[config.mk]
export PLATFORM = sky130hd
export DESIGN_NAME = cpu_mc
export DESIGN_NICKNAME = d
export VERILOG_FILES = /design/src/rtl/cpu_mc_pkg.sv /design/src/rtl/cpu_mc_ctrl.sv /design/src/rtl/cpu_mc.sv
export SDC_FILE = /design/constraint.sdc
export NUM_CORES = 1
export LEC_CHECK = 0
export ABC_AREA = 1
export BUFFER_PORTS_ARGS = -buffer_cell sky130_fd_sc_hd__clkbuf_2
export CAP_MARGIN = 20
export CELL_PAD_IN_SITES_DETAIL_PLACEMENT = 1
export CELL_PAD_IN_SITES_GLOBAL_PLACEMENT = 2
export CORE_ASPECT_RATIO = 1.4
export CORE_MARGIN = 3
export CORE_UTILIZATION = 37
export CTS_CLUSTER_DIAMETER = 100
export DETAILED_ROUTE_END_ITERATION = 12
export HOLD_SLACK_MARGIN = 0.1
export PLACE_DENSITY = 0.94
export SLEW_MARGIN = 20
export SYNTH_ARGS = -nofsm -noshare
export SYNTH_HDL_FRONTEND = slang
export SYNTH_HIERARCHICAL = 1
export SYNTH_SLANG_ARGS = --single-unit
export TNS_END_PERCENT = 1
[constraint.sdc]
create_clock -name clk -period 4.81 [get_ports clk]
set_input_delay 0.962 -clock clk [delete_from_list [all_inputs] [get_ports clk]]
set_output_delay 0.962 -clock clk [all_outputs]
set_load 0.01 [all_outputs]
[src/rtl/cpu_mc_pkg.sv]
// Shared types and field positions for the multicycle 16-bit core.
package cpu_mc_pkg;

    typedef enum logic [4:0] {
        OP_MV    = 5'h00,
        OP_ADD   = 5'h01,
        OP_SUB   = 5'h02,
        OP_CMP   = 5'h03,
        OP_LD    = 5'h04,
        OP_ST    = 5'h05,
        OP_JR    = 5'h08,
        OP_JZR   = 5'h09,
        OP_JNR   = 5'h0A,
        OP_CALLR = 5'h0C,
        OP_MVI   = 5'h10,
        OP_ADDI  = 5'h11,
        OP_SUBI  = 5'h12,
        OP_CMPI  = 5'h13,
        OP_MVHI  = 5'h16,
        OP_J     = 5'h18,
        OP_JZ    = 5'h19,
        OP_JN    = 5'h1A,
        OP_CALL  = 5'h1C
    } opcode_e;

    typedef enum logic [2:0] {
        S_BOOT,
        S_FETCH,
        S_DECODE,
        S_EXEC,
        S_MEM,
        S_HALT
    } state_e;

    localparam int OP_LSB    = 0;
    localparam int RX_LSB    = 5;
    localparam int RY_LSB    = 8;
    localparam int IMM8_LSB  = 8;
    localparam int IMM11_LSB = 5;

    // wide=1 extends an 11-bit field, wide=0 extends the low 8 bits
    function automatic logic [15:0] sext(input logic [10:0] v, input logic wide);
        return wide ? {{5{v[10]}}, v} : {{8{v[7]}}, v[7:0]};
    endfunction

endpackage

[src/rtl/cpu_mc_ctrl.sv]
// Sequencer for cpu_mc: state machine, opcode legality, bus wait timeout.
module cpu_mc_ctrl
    import cpu_mc_pkg::*;
#(
    parameter bit ILLEGAL_HALT = 1'b1,
    parameter int WAIT_MAX     = 0
) (
    input  logic       clk,
    input  logic       reset,
    input  logic [4:0] op,
    input  logic       waitreq,
    output state_e     state,
    output logic       mem_rd,
    output logic       mem_wr,
    output logic       accept,
    output logic       retire,
    output logic       bus_err
);

    state_e      state_q, state_d;
    logic [15:0] wcnt_q, wcnt_d;
    logic        err_q, err_d;
    logic        legal, is_ld, is_st;
    opcode_e     opc;

    assign opc = opcode_e'(op);

    always_comb begin
        legal = 1'b1;
        is_ld = 1'b0;
        is_st = 1'b0;
        unique case (opc)
            OP_LD: is_ld = 1'b1;
            OP_ST: is_st = 1'b1;
            OP_MV, OP_ADD, OP_SUB, OP_CMP, OP_JR, OP_JZR, OP_JNR,
            OP_CALLR, OP_MVI, OP_ADDI, OP_SUBI, OP_CMPI, OP_MVHI,
            OP_J, OP_JZ, OP_JN, OP_CALL: ;
            default: legal = 1'b0;
        endcase
    end

    always_comb begin
        state_d = state_q;
        mem_rd  = 1'b0;
        mem_wr  = 1'b0;
        retire  = 1'b0;
        err_d   = err_q;
        wcnt_d  = '0;
        case (state_q)
            S_BOOT: state_d = S_FETCH;
            S_FETCH: begin
                mem_rd = 1'b1;
                if (!waitreq) state_d = S_DECODE;
            end
            S_DECODE: begin
                if (legal) begin
                    state_d = S_EXEC;
                end else if (ILLEGAL_HALT) begin
                    state_d = S_HALT;
                end else begin
                    retire  = 1'b1;
                    state_d = S_FETCH;
                end
            end
            S_EXEC: begin
                if (is_ld || is_st) begin
                    state_d = S_MEM;
                end else begin
                    retire  = 1'b1;
                    state_d = S_FETCH;
                end
            end
            S_MEM: begin
                mem_rd = is_ld;
                mem_wr = is_st;
                if (!waitreq) begin
                    retire  = 1'b1;
                    state_d = S_FETCH;
                end
            end
            S_HALT: ;
            default: state_d = S_BOOT;
        endcase
        // counter holds the stall cycles already spent on this access
        if ((mem_rd || mem_wr) && waitreq) begin
            if (WAIT_MAX > 0 && wcnt_q == 16'(WAIT_MAX)) begin
                err_d   = 1'b1;
                state_d = S_HALT;
            end else begin
                wcnt_d = wcnt_q + 16'd1;
            end
        end
    end

    always_ff @(posedge clk or negedge reset) begin
        if (!reset) begin
            state_q <= S_BOOT;
            wcnt_q  <= '0;
            err_q   <= 1'b0;
        end else begin
            state_q <= state_d;
            wcnt_q  <= wcnt_d;
            err_q   <= err_d;
        end
    end

    assign state   = state_q;
    assign accept  = (mem_rd || mem_wr) && !waitreq;
    assign bus_err = err_q;

endmodule

[src/rtl/cpu_mc.sv]
// Multicycle 16-bit core with a shared wait-state bus port.
module cpu_mc
    import cpu_mc_pkg::*;
#(
    parameter logic [15:0] RESET_PC     = 16'h0000,
    parameter bit          ILLEGAL_HALT = 1'b1,
    parameter int          WAIT_MAX     = 0
) (
    input  logic        clk,
    input  logic        reset,
    output logic [15:0] o_mem_addr,
    output logic        o_mem_rd,
    output logic        o_mem_wr,
    output logic [15:0] o_mem_wrdata,
    input  logic [15:0] i_mem_rddata,
    input  logic        i_mem_waitrequest,
    output logic        o_retire,
    output logic        o_halted,
    output logic        o_bus_err
);

    state_e      st;
    logic        mem_rd, mem_wr, acc, retire, bus_err;
    logic [15:0] pc_q, pc_d, pcn_q, pcn_d, ir_q, ir_d;
    logic [15:0] a_q, a_d, b_q, b_d;
    logic        n_q, n_d, z_q, z_d;
    logic [15:0] rf_q [8];
    logic [15:0] rf_d [8];
    logic [2:0]  rx, ry;
    logic [15:0] imm8, imm11, jtgt, alu;
    logic        fl;
    opcode_e     opc;

    cpu_mc_ctrl #(
        .ILLEGAL_HALT(ILLEGAL_HALT),
        .WAIT_MAX    (WAIT_MAX)
    ) u_ctrl (
        .clk    (clk),
        .reset  (reset),
        .op     (ir_q[OP_LSB +: 5]),
        .waitreq(i_mem_waitrequest),
        .state  (st),
        .mem_rd (mem_rd),
        .mem_wr (mem_wr),
        .accept (acc),
        .retire (retire),
        .bus_err(bus_err)
    );

    assign opc   = opcode_e'(ir_q[OP_LSB +: 5]);
    assign rx    = ir_q[RX_LSB +: 3];
    assign ry    = ir_q[RY_LSB +: 3];
    assign imm8  = sext({3'b000, ir_q[IMM8_LSB +: 8]}, 1'b0);
    assign imm11 = sext(ir_q[IMM11_LSB +: 11], 1'b1);
    assign jtgt  = pcn_q + {imm11[14:0], 1'b0};

    always_comb begin
        pc_d  = pc_q;
        pcn_d = pcn_q;
        ir_d  = ir_q;
        a_d   = a_q;
        b_d   = b_q;
        n_d   = n_q;
        z_d   = z_q;
        rf_d  = rf_q;
        alu   = '0;
        fl    = 1'b0;
        case (st)
            S_FETCH: begin
                if (acc) begin
                    ir_d  = i_mem_rddata;
                    pcn_d = pc_q + 16'd2;
                end
            end
            S_DECODE: begin
                a_d = rf_q[rx];
                b_d = rf_q[ry];
                if (retire) pc_d = pcn_q;
            end
            S_EXEC: begin
                if (retire) begin
                    pc_d = pcn_q;
                    case (opc)
                        OP_MV:   rf_d[rx] = b_q;
                        OP_MVI:  rf_d[rx] = imm8;
                        OP_MVHI: rf_d[rx] = {ir_q[IMM8_LSB +: 8], a_q[7:0]};
                        OP_ADD:  begin alu = a_q + b_q;  rf_d[rx] = alu; fl = 1'b1; end
                        OP_SUB:  begin alu = a_q - b_q;  rf_d[rx] = alu; fl = 1'b1; end
                        OP_ADDI: begin alu = a_q + imm8; rf_d[rx] = alu; fl = 1'b1; end
                        OP_SUBI: begin alu = a_q - imm8; rf_d[rx] = alu; fl = 1'b1; end
                        OP_CMP:  begin alu = a_q - b_q;  fl = 1'b1; end
                        OP_CMPI: begin alu = a_q - imm8; fl = 1'b1; end
                        OP_JR:   pc_d = a_q;
                        OP_JZR:  if (z_q) pc_d = a_q;
                        OP_JNR:  if (n_q) pc_d = a_q;
                        OP_CALLR: begin rf_d[7] = pcn_q; pc_d = a_q; end
                        OP_J:    pc_d = jtgt;
                        OP_JZ:   if (z_q) pc_d = jtgt;
                        OP_JN:   if (n_q) pc_d = jtgt;
                        OP_CALL: begin rf_d[7] = pcn_q; pc_d = jtgt; end
                        default: ;
                    endcase
                    if (fl) begin
                        z_d = (alu == 16'h0000);
                        n_d = alu[15];
                    end
                end
            end
            S_MEM: begin
                if (acc) begin
                    pc_d = pcn_q;
                    if (opc == OP_LD) rf_d[rx] = i_mem_rddata;
                end
            end
            default: ;
        endcase
    end

    always_ff @(posedge clk or negedge reset) begin
        if (!reset) begin
            pc_q  <= RESET_PC;
            pcn_q <= '0;
            ir_q  <= '0;
            a_q   <= '0;
            b_q   <= '0;
            n_q   <= 1'b0;
            z_q   <= 1'b0;
            for (int i = 0; i < 8; i++) rf_q[i] <= '0;
        end else begin
            pc_q  <= pc_d;
            pcn_q <= pcn_d;
            ir_q  <= ir_d;
            a_q   <= a_d;
            b_q   <= b_d;
            n_q   <= n_d;
            z_q   <= z_d;
            rf_q  <= rf_d;
        end
    end

    // bus outputs are gated so idle, reset and halt all present zeros
    assign o_mem_rd     = mem_rd;
    assign o_mem_wr     = mem_wr;
    assign o_mem_addr   = (mem_rd || mem_wr) ? ((st == S_FETCH) ? pc_q : b_q) : '0;
    assign o_mem_wrdata = mem_wr ? a_q : '0;
    assign o_retire     = retire;
    assign o_halted     = (st == S_HALT);
    assign o_bus_err    = bus_err;

endmodule

After elaboration in Yosys (flattened, before gate mapping). Cells that the tools add are included. W data, S select, Z words.

Bitwise gates (word level): 3. Add/subtract/negate cells: 6. Shift-type cells: 0. Multiplexer cells: 53. $lt $le $gt $ge: 3. Divide/modulo/power cells: 0. Equal/unequal tests: 31. Reductions and logical operators: 23. Multipliers: 0.

Operators with widths (number): $bwmux W128 (8); $pmux W112 S7 (1); $mux W128 (3); $mux W16 (17); $pmux W128 S2 (1); $pmux W16 S8 (1); $bmux W16 S3 (2); $pmux W16 S6 (1); $pmux W16 S4 (1); $add A16 B16 Y16 (3); $demux W16 S3 (1); $pmux W16 S3 (1); $eq A5 B5 Y1 const B (9); $sub A16 B16 Y16 (2); $eq A5 B4 Y1 const B (4); $reduce_or A19 Y1 (1); $pmux W3 S6 (1); $add A16 B2 Y16 const B (1); $logic_not A16 Y1 (1); $mux W3 (4); $ne A2 B2 Y1 const B (6); $eq A5 B2 Y1 const B (2); $eq A5 B3 Y1 const B (2); $reduce_and A5 Y1 (2); other kinds (24) (44).

Memories kept: 0. Bits in writable memories: 0. Register bits: 213. Output and inout port bits: 37. Latch bits: 0. Memory bits (read-only): 0. Word-level logic and storage cells: 135.

Depth between registers and ports, before layout. Gate-level depths: netlist (run 1).

Depth after elaboration: 9. Mapped depth: 21. Gate-level depth less buffers: 19.

Modules after synthesis. Netlist (run 1), hierarchy kept.

By module, submodules not included: cpu_mc (cells an instance 3921, area each 22957.0 um^2, sequential area each 5255.0 um^2, times used 1); cpu_mc_ctrl (cells an instance 51, area each 311.5 um^2, sequential area each 75.1 um^2, times used 1).

Least setup slack after synthesis (run 1). No wires, ideal clock.

Path kind: reg2out. From: register u_ctrl.state_q[1] (netlist: u_ctrl/state[1]). To: output o_mem_addr[13]. Data arrival time: 1.974 ns. Cell stages (with the launch flop): 10. Required time: 3.848 ns. Buffers on the path: 2. Slack: 1.874 ns. Cells stage by stage: dfrtp_1 nor2_2 nand4_1 nor2_1 clkbuf_1 nor2_1 inv_1 clkbuf_1 o21ai_0 a21oi_1.

Longest elaborated chain between the ends: 4. Elaborated cells between the ends (all ways): 7.

RTL lines: start: declaration (line cpu_mc_ctrl.sv:20) `state_e state_q, state_d;`; start signal: assignment (line cpu_mc_ctrl.sv:101) `state_q <= state_d;`; $eq A3 B3 Y1 (line cpu_mc_ctrl.sv:49) `case (state_q)`; $mux W1 (line cpu_mc_ctrl.sv:49); net o_mem_wr (line cpu_mc.sv:13) `output logic o_mem_wr,`; $logic_or A1 B1 Y1; $mux W16 (line cpu_mc.sv:144) `assign o_mem_addr = (mem_rd || mem_wr) ? ((st == S_FETCH) ? pc_q : b_q) : '0;`; end: declaration (line cpu_mc.sv:11) `output logic [15:0] o_mem_addr,`.

The timed path passes the listed nets, and every way through them passes these cells.

Worst setup path after layout (run 1).
From: register ir_q[4]. To: output o_mem_addr[10].

Longest elaborated chain between the ends: 5. Elaborated cells between the ends (all ways): 8.

RTL lines: start: declaration (line cpu_mc.sv:24) `logic [15:0] pc_q, pc_d, pcn_q, pcn_d, ir_q, ir_d;`; start signal: assignment (line cpu_mc.sv:132) `ir_q <= ir_d;`; $eq A5 B3 Y1 (line cpu_mc_ctrl.sv:32) `unique case (opc)`; $mux W1 (line cpu_mc_ctrl.sv:32); $pmux W1 S2 / $mux W1 (equally long branches) (line cpu_mc_ctrl.sv:49); $logic_or A1 B1 Y1 (*); $mux W16 (*) (line cpu_mc.sv:144).

Every way passes the cells marked *; elsewhere a longest branch is shown, timed or not.

==> summary.md, run 1 <==
| Metric | Value |
|---|---|
| Yosys reg bits | `213` |
| CP Launch Type | `flip-flop` |
| Layout cells sized above 1 | `0.06902` |
| Main synth FF type | `dfrtp_1` |
| Critical Path RT | `3.85 ns` |
| CP Class | `reg2out` |
| Post-Synthesis Cell Area | `23,270 µm²` |
| YS warnings | `6` |
| Mean Syn Cell Area | `5.858 µm²` |
| PnR Total Power | `24.21 mW` |
| Seq/Total Area, Yosys | `0.2291` |
| Asr flop ratio synth | `1.000` |
| CP max FO | `16` |
| CTS H-tree lvls | `1` |
| Post-CTS sizing | `0` |
| Input/output buffers | `54` |
| Synth Area in Compound Gates | `0.2629` |
| Deepest clock path buffer count | `3` |
| Max_cap viols | `0` |
| Tcrit/Tclk final | `0.9153` |
| Simple-gate area share of the yosys netlist | `0.3391` |
| DR DRC count | `0` |
| XOR/XNOR Fraction of Synth Area | `0.008657` |
| Pin count of the biggest net entering global routing | `93` |
| Endpoints failing setup | `0` |
| Vias per cell | `6.468` |
| Number of antenna diodes | `0` |
| Clock skew | `0.01903 ns` |
| Root Driver | `clkbuf_16` |
| Final worst setup slack | `0.4072 ns` |
| Fin Setup TNS | `0 ns` |
| Clock Sinks | `213` |
| Floorplan row count | `108` |
| Final hold viol count | `0` |
| Power per Cell Area | `950.8 nW/µm²` |
| GRT overflow | `0` |
| Total core area | `62,160 µm²` |
| DP Wirelength | `105,000 µm` |
| Yosys cell types | `59` |
| Max VDD drop | `398.3 µV` |
| Fin util | `0.4097` |
| Rel. slew slack | `0.1626` |
| Post-Synthesis Cells | `3,972` |
| Dpl cells | `4,716` |
| Num CTS Buffers | `27` |
| Die footprint | `65,980 µm²` |
| NumNets Final | `4,021` |
| Die Wd | `217.9 µm` |
| Mux share of post-synthesis cell area | `0` |
| Area Overhead vs Synth | `9.448%` |
| DRT Pass-1 Iters | `5` |
| 1st-iter DRT viols | `3,841` |
| CTS tree | `built` |
| Pre-CTS WS | `0.7422 ns` |
| Nature of the critical path endpoint | `output port` |
| Hold Crit Class | `in2async` |
| Routed wire length | `143,100 µm` |
| Skew-Pair Late Insertion Delay | `0.62 ns` |
| Vias in the first global route | `30,680` |
| Synthesized-area fraction occupied by adder cells | `0.04571` |
| Largest family of logic cells by synthesized area | `simple AND/OR/NAND/NOR gates` |
| Post-CTS setup buffers | `0` |
| Layout Cells excl Fill | `4,766` |
| Post-DRT Antenna Nets | `0` |
| I/O pin count | `56` |
| Syn_nets | `4,073` |
| Clk pin slew, worst setup/hold paths | `0.06 ns` |
| Status | `finished, final reports clean` |
| Hold-fix buffers at CTS | `0` |
| Slew at the pin closest to its max-slew limit | `1.246 ns` |
| F_max | `227.1 MHz` |
| Vias | `30,830` |
| DR WL/cell | `30.02 µm` |
| Pleak | `12.83 nW` |
| Crit path DAT | `3.44 ns` |
| First-pass GRT wire length | `205,500 µm` |
| Post-synth EDFFs | `0` |
| Unrepaired setup endpoints after global routing | `no` |
| Antenna violations before repair | `1` |
| Starting density of the core | `0.3743` |
| Height of the die | `302.7 µm` |
| Final min period | `4.403 ns` |
| Slew Limit Fails | `0` |
| Gpl congestion | `1.082` |
| GR Util All Layers | `0.4218` |
-- sequential cells by signal, summed over array words and instances (netlist names), 3 cells and up --
signal,count
rf_q,128
b_q,16
pcn_q,16
ir_q,16
u_ctrl/state,3
pc_q,16
a_q,16
-- layer usage --
metal / up-vias / track usage / share of wire
li1: 13180 / - / -
met2: 1961 / 0.6480 / 0.43
met3: 708 / 0.09397 / 0.10
met1: 14980 / 0.4903 / 0.36
met4: 0 / 0.3806 / 0.11
met5: - / 0 / 0
-- path summary, 6_finish.rpt --
kind | startpoint | end | slack [ns] | cells past startpoint
max in group asynchronous | reset | rf_q[87]$_DFFE_PN0P_ | 3.45 | 2
worst min-delay path | reset | b_q[14]$_DFFE_PN0N_ | 0.31 | 1
worst max register to register | a_q[0]$_DFFE_PN0N_ | rf_q[14]$_DFFE_PN0P_ | 0.51 | 13
min in group clk | n_q$_DFFE_PN0P_ | n_q$_DFFE_PN0P_ | 0.51 | 2
worst min register to register | n_q$_DFFE_PN0P_ | n_q$_DFFE_PN0P_ | 0.51 | 2
worst max-delay path | ir_q[4]$_DFFE_PN0P_ | o_mem_addr[10] | 0.41 | 8
-- cells in the final DEF, fill, tap and decap left out, types with 17 or more instances in the layout --
cell type  Yosys  layout
a21oi_1      405     405
a221oi_1      27      27
a22oi_1       45      45
buf_4          2      95
clkbuf_16      0      27
clkbuf_2       1      53
dfrtp_1      213     211
ha_1          77      77
inv_1        438     435
inv_2         16      20
nand2_1      979     974
nand3_1      336     336
nand4_1       61      61
nor2_1       415     410
nor3_1        35      34
o211ai_1      49      49
o21ai_0      405     405
o21bai_1      18      18
o22ai_1       43      43
or2_2         17      17
xor2_1        17      17
-- where the power goes --
group	internal, mW	switching [mW]
clock network	1.42	0.983
logic	4.67	13.3
registers	2.62	1.22
total	8.70	15.5
-- synth_stat cells (6+ instances only) --
| cell type | n | area (µm²) |
|---|---|---|
| nand2_1 | 979 | 3675 |
| inv_1 | 438 | 1644 |
| nor2_1 | 415 | 1558 |
| a21oi_1 | 405 | 2027 |
| o21ai_0 | 405 | 2027 |
| nand3_1 | 336 | 1682 |
| dfrtp_1 | 213 | 5330 |
| clkbuf_1 | 181 | 679.4 |
| ha_1 | 77 | 963.4 |
| nand4_1 | 61 | 381.6 |
| o211ai_1 | 49 | 367.9 |
| a22oi_1 | 45 | 337.8 |
| o22ai_1 | 43 | 269.0 |
| nor3_1 | 35 | 175.2 |
| buf_2 | 32 | 160.2 |
| a221oi_1 | 27 | 236.5 |
| o21bai_1 | 18 | 135.1 |
| or2_2 | 17 | 106.4 |
| xor2_1 | 17 | 148.9 |
| buf_1 | 16 | 60.06 |
| inv_2 | 16 | 60.06 |
| a31oi_1 | 13 | 81.33 |
| a32oi_1 | 13 | 113.9 |
| nand3b_1 | 13 | 97.59 |
| a211oi_1 | 11 | 82.58 |
| o2111ai_1 | 9 | 78.83 |
| o221ai_1 | 6 | 52.55 |
| xnor2_1 | 6 | 52.55 |
-- area by class of cell --
cell class | count | area [µm²]
Fill cell | 8575 | 36690
Multi-Input combinational cell | 3066 | 15330
Sequential cell | 213 | 5335
Inverter | 460 | 1729
Timing Repair Buffer | 152 | 1054
Tap cell | 825 | 1032
Clock buffer | 36 | 749.5
Clock inverter | 14 | 239.0
-- logic make-up (layout without fill, tap and decap cells) --
| family | after synthesis | in the layout |
|---|---|---|
| AOI/OAI and AO/OA | 1079 | 1079 |
| xor gates and xnor gates | 23 | 23 |
| adders and majority gates | 82 | 82 |
| buffers and inverters | 693 | 662 |
| DFF | 213 | 213 |
| other | 1 | 1 |
| and+or+nand+nor | 1881 | 1881 |
-- metrics by stage --
| step | cell area, µm² | hold slack, ns |
|---|---|---|
| final | 25470 | 0.3067 |
| after global routing | 25470 | 0.4054 |
| after CTS | 25460 | 0.3949 |
| after detailed placement | 24480 | 0.4935 |
| after global placement | 24480 | 0.4835 |
| after floorplan | 23270 | 0.4530 |
-- critical path, cell delays in order (launching register included) --
cell and delay [ns]:
dfrtp_1 0.59, nor2_1 0.29, nand4_1 0.19, o21ai_1 0.25, nor2_1 0.07, inv_1 0.40, o21ai_0 0.32, a21oi_1 0.48
clkbuf_2 0.24
(Power assumes the default switching activity.)
==> inputs of run 2 (changes only) <==
Settings changed: CELL_PAD_IN_SITES_GLOBAL_PLACEMENT 2 to 1, CORE_UTILIZATION 37 to 40, PLACE_DENSITY 0.94 to 0.81, REMOVE_ABC_BUFFERS set to 1.
==> summary.md, run 2 (synthesized netlist as in run 1, its figures left out) <==
| Metric | Value |
|---|---|
| Vias | `30,550 (-0.90%)` |
| Vias per cell | `6.530 (+0.96%)` |
| Pleak | `12.82 nW (about the same)` |
| DP Area | `24,300 µm² (-0.70%)` |
| Post-CTS sizing | `0 (unchanged)` |
| Reg2reg end | `rf_q[96]$_DFFE_PN0P_` |
| DR DRC count | `0 (unchanged)` |
| Met3 GRT Util | `0.1023 (+0.008338)` |
| Max FFs per register | `128 (unchanged)` |
| Gpl congestion | `1.049 (-3.1%)` |
| Clk pin slew, worst setup/hold paths | `0.06 ns (about the same)` |
| DRT Pass-1 Iters | `6 (+1)` |
| Die Wd | `209.8 µm (-3.7%)` |
| Antenna violations before repair | `2 (+1)` |
| CP Class | `reg2out` |
| Critical path's most frequent cell | `nor2_1` |
| DR WL/cell | `30.25 µm (+0.77%)` |
| First-pass GRT wire length | `204,100 µm (-0.66%)` |
| Post-route cell area | `25,340 µm² (-0.51%)` |
| Layout cells sized above 1 | `0.06685 (-0.002165)` |
| CTS tree | `built` |
| Input/output buffers | `54 (unchanged)` |
| GR Util All Layers | `0.4472 (+0.02536)` |
| Pin count of the biggest net entering global routing | `103 (+11%)` |
| Max VDD drop | `438.4 µV (+10%)` |
| Fin util | `0.4405 (+0.03082)` |
| Hold Crit Class | `in2async` |
| Start of the worst register-to-register path | `ir_q[4]$_DFFE_PN0P_` |
| Clock skew | `0.04659 ns (+0.02756 ns)` |
| Depth of the most critical reg-to-reg path | `13 (unchanged)` |
| Critical path cell sequence | `nor2_1 > nand4_1 > nor2_1 > buf_4 > nor2_1 > inv_1 > o21ai_0 > a21oi_1 > clkbuf_2` |
| Num CTS Buffers | `28 (+3.7%)` |
| CP Launch Type | `flip-flop` |
| Total core area | `57,520 µm² (-7.5%)` |
| Crit path DAT | `3.25 ns (-0.19 ns)` |
| Final worst setup slack | `0.5999 ns (+0.1927 ns)` |
| Starting density of the core | `0.4046 (+0.03023)` |
| NumNets Final | `4,013 (-0.20%)` |
| Post-CTS setup buffers | `0 (unchanged)` |
| Critical Path RT | `3.85 ns (about the same)` |
| Hold-fix buffers at CTS | `0 (unchanged)` |
| Commonest non-fill, non-tap cell in the layout | `nand2_1` |
| Routed wire length | `141,500 µm (-1.1%)` |
| Final min period | `4.210 ns (-0.1927 ns)` |
| Most flops, register | `rf_q` |
| CP max FO | `18 (+2)` |
| Slowest-stage cell, CP | `dfrtp_1` |
| Nature of the critical path endpoint | `output port` |
| Die footprint | `61,140 µm² (-7.3%)` |
| Clock Sinks | `213 (unchanged)` |
| PnR Total Power | `24.19 mW (-0.11%)` |
| Unrepaired setup endpoints after global routing | `no` |
| Post-DRT Antenna Nets | `0 (unchanged)` |
| Area Overhead vs Synth | `8.889%` |
| Floorplan row count | `104 (-3.7%)` |
| Deepest clock path buffer count | `3 (unchanged)` |
| Most frequent cells in the layout | `nand2_1, inv_1, nor2_1, a21oi_1, o21ai_0` |
| Height of the die | `291.4 µm (-3.7%)` |
| Status | `finished, final reports clean` |
| GRT overflow | `0 (unchanged)` |
| Busiest layer in global routing | `met2` |
| Fillers | `8,083 (-5.7%)` |
| Buf/Inv on CP | `3 (+1)` |
| Fin Setup TNS | `0 ns (unchanged)` |
| Slew Limit Fails | `0 (unchanged)` |
| Final hold viol count | `0 (unchanged)` |
| Largest delay share family, worst path | `buffers and inverters` |
| Endpoints failing setup | `0 (unchanged)` |
| I/O pin count | `56 (unchanged)` |
| Tcrit/Tclk final | `0.8753 (-0.04005)` |
| CTS H-tree lvls | `1 (unchanged)` |
| Grt met1 use | `0.5185 (+0.02820)` |
| R2r setup slk | `0.74 ns (+0.23 ns)` |
| Root Driver | `clkbuf_16` |
| DP Wirelength | `101,700 µm (-3.1%)` |
| Pre-CTS WS | `0.9593 ns (+0.2171 ns)` |
| Slew at the pin closest to its max-slew limit | `1.257 ns (+0.01042 ns)` |
| Rel. slew slack | `0.1612 (-0.001478)` |
| Max_cap viols | `0 (unchanged)` |
| Power per Cell Area | `954.7 nW/µm² (+0.41%)` |
| F_max | `237.5 MHz (+4.6%)` |
| Skew-Pair Late Insertion Delay | `0.64 ns (+0.02 ns)` |
| Vias in the first global route | `30,350 (-1.1%)` |
| 1st-iter DRT viols | `3,472 (-9.6%)` |
| Crit-path max cell delay | `0.58 ns (about the same)` |
| Met2 Usage GRT | `0.6859 (+0.03797)` |
run 2: how the worst max path moves through the flow:
stage / from / slack (ns) / endpoint / cells after the start
floorplan: ir_q[6]$_DFFE_PN0P_ / -1.40 / rf_q[83]$_DFFE_PN0P_ / 7
global placement: a_q[0]$_DFFE_PN0N_ / 0.90 / rf_q[6]$_DFFE_PN0P_ / 14
detailed placement: ir_q[4]$_DFFE_PN0P_ / 0.96 / rf_q[96]$_DFFE_PN0P_ / 13
CTS: ir_q[4]$_DFFE_PN0P_ / 0.70 / o_mem_addr[4] / 9
global route: ir_q[4]$_DFFE_PN0P_ / 0.52 / o_mem_addr[4] / 9
finish: ir_q[4]$_DFFE_PN0P_ / 0.60 / o_mem_addr[4] / 9
run 2: cell type report:
| class | instances | area (µm²) | area share |
|---|---|---|---|
| Tap cell | 742 | 928.4 | 0.03664 |
| Clock buffer | 34 | 743.2 | 0.02933 |
| Multi-Input combinational cell | 3066 | 15320 | 0.6047 |
| Sequential cell | 213 | 5335 | 0.2106 |
| Clock inverter | 18 | 279.0 | 0.01101 |
| Antenna cell | 2 | 5.005 | 0.0001975 |
| Timing Repair Buffer | 143 | 996.0 | 0.03931 |
| Inverter | 460 | 1729 | 0.06825 |
run 2: report_power, final:
| group | leakage [nW] | internal, mW | total [mW] | switching, mW |
|---|---|---|---|---|
| Sequential | 2.57 | 2.62 | 3.88 | 1.27 |
| Combinational | 9.75 | 4.64 | 17.8 | 13.2 |
| Clock | 0.501 | 1.43 | 2.48 | 1.05 |
| Total | 12.8 | 8.68 | 24.2 | 15.5 |
run 2: worst reg2reg max path, cell delays in order (launching register included):
cell and delay (ns):
dfrtp_1 0.69, inv_2 0.21, nand3_2 0.24, nor2_4 0.06, inv_2 0.11, nand3_4 0.23
nor2_8 0.18, inv_4 0.15, nand2_2 0.13, inv_2 0.25, o21ai_4 0.89, inv_2 0.51
o22ai_1 0.28, inv_1 0.07
run 2: layer usage:
layer  up-vias  share of wire
met4         0           0.11
met5         -              0
li1      13160              -
met2      2049           0.43
met1     14620           0.35
met3       725           0.10
run 2: stage by stage:
stage	hold slack (ns)	cells
after floorplan	0.4530	3739
after global placement	0.4973	4623
after detailed placement	0.4817	4623
after CTS	0.4558	4675
after global routing	0.4961	4676
final	0.4010	4678
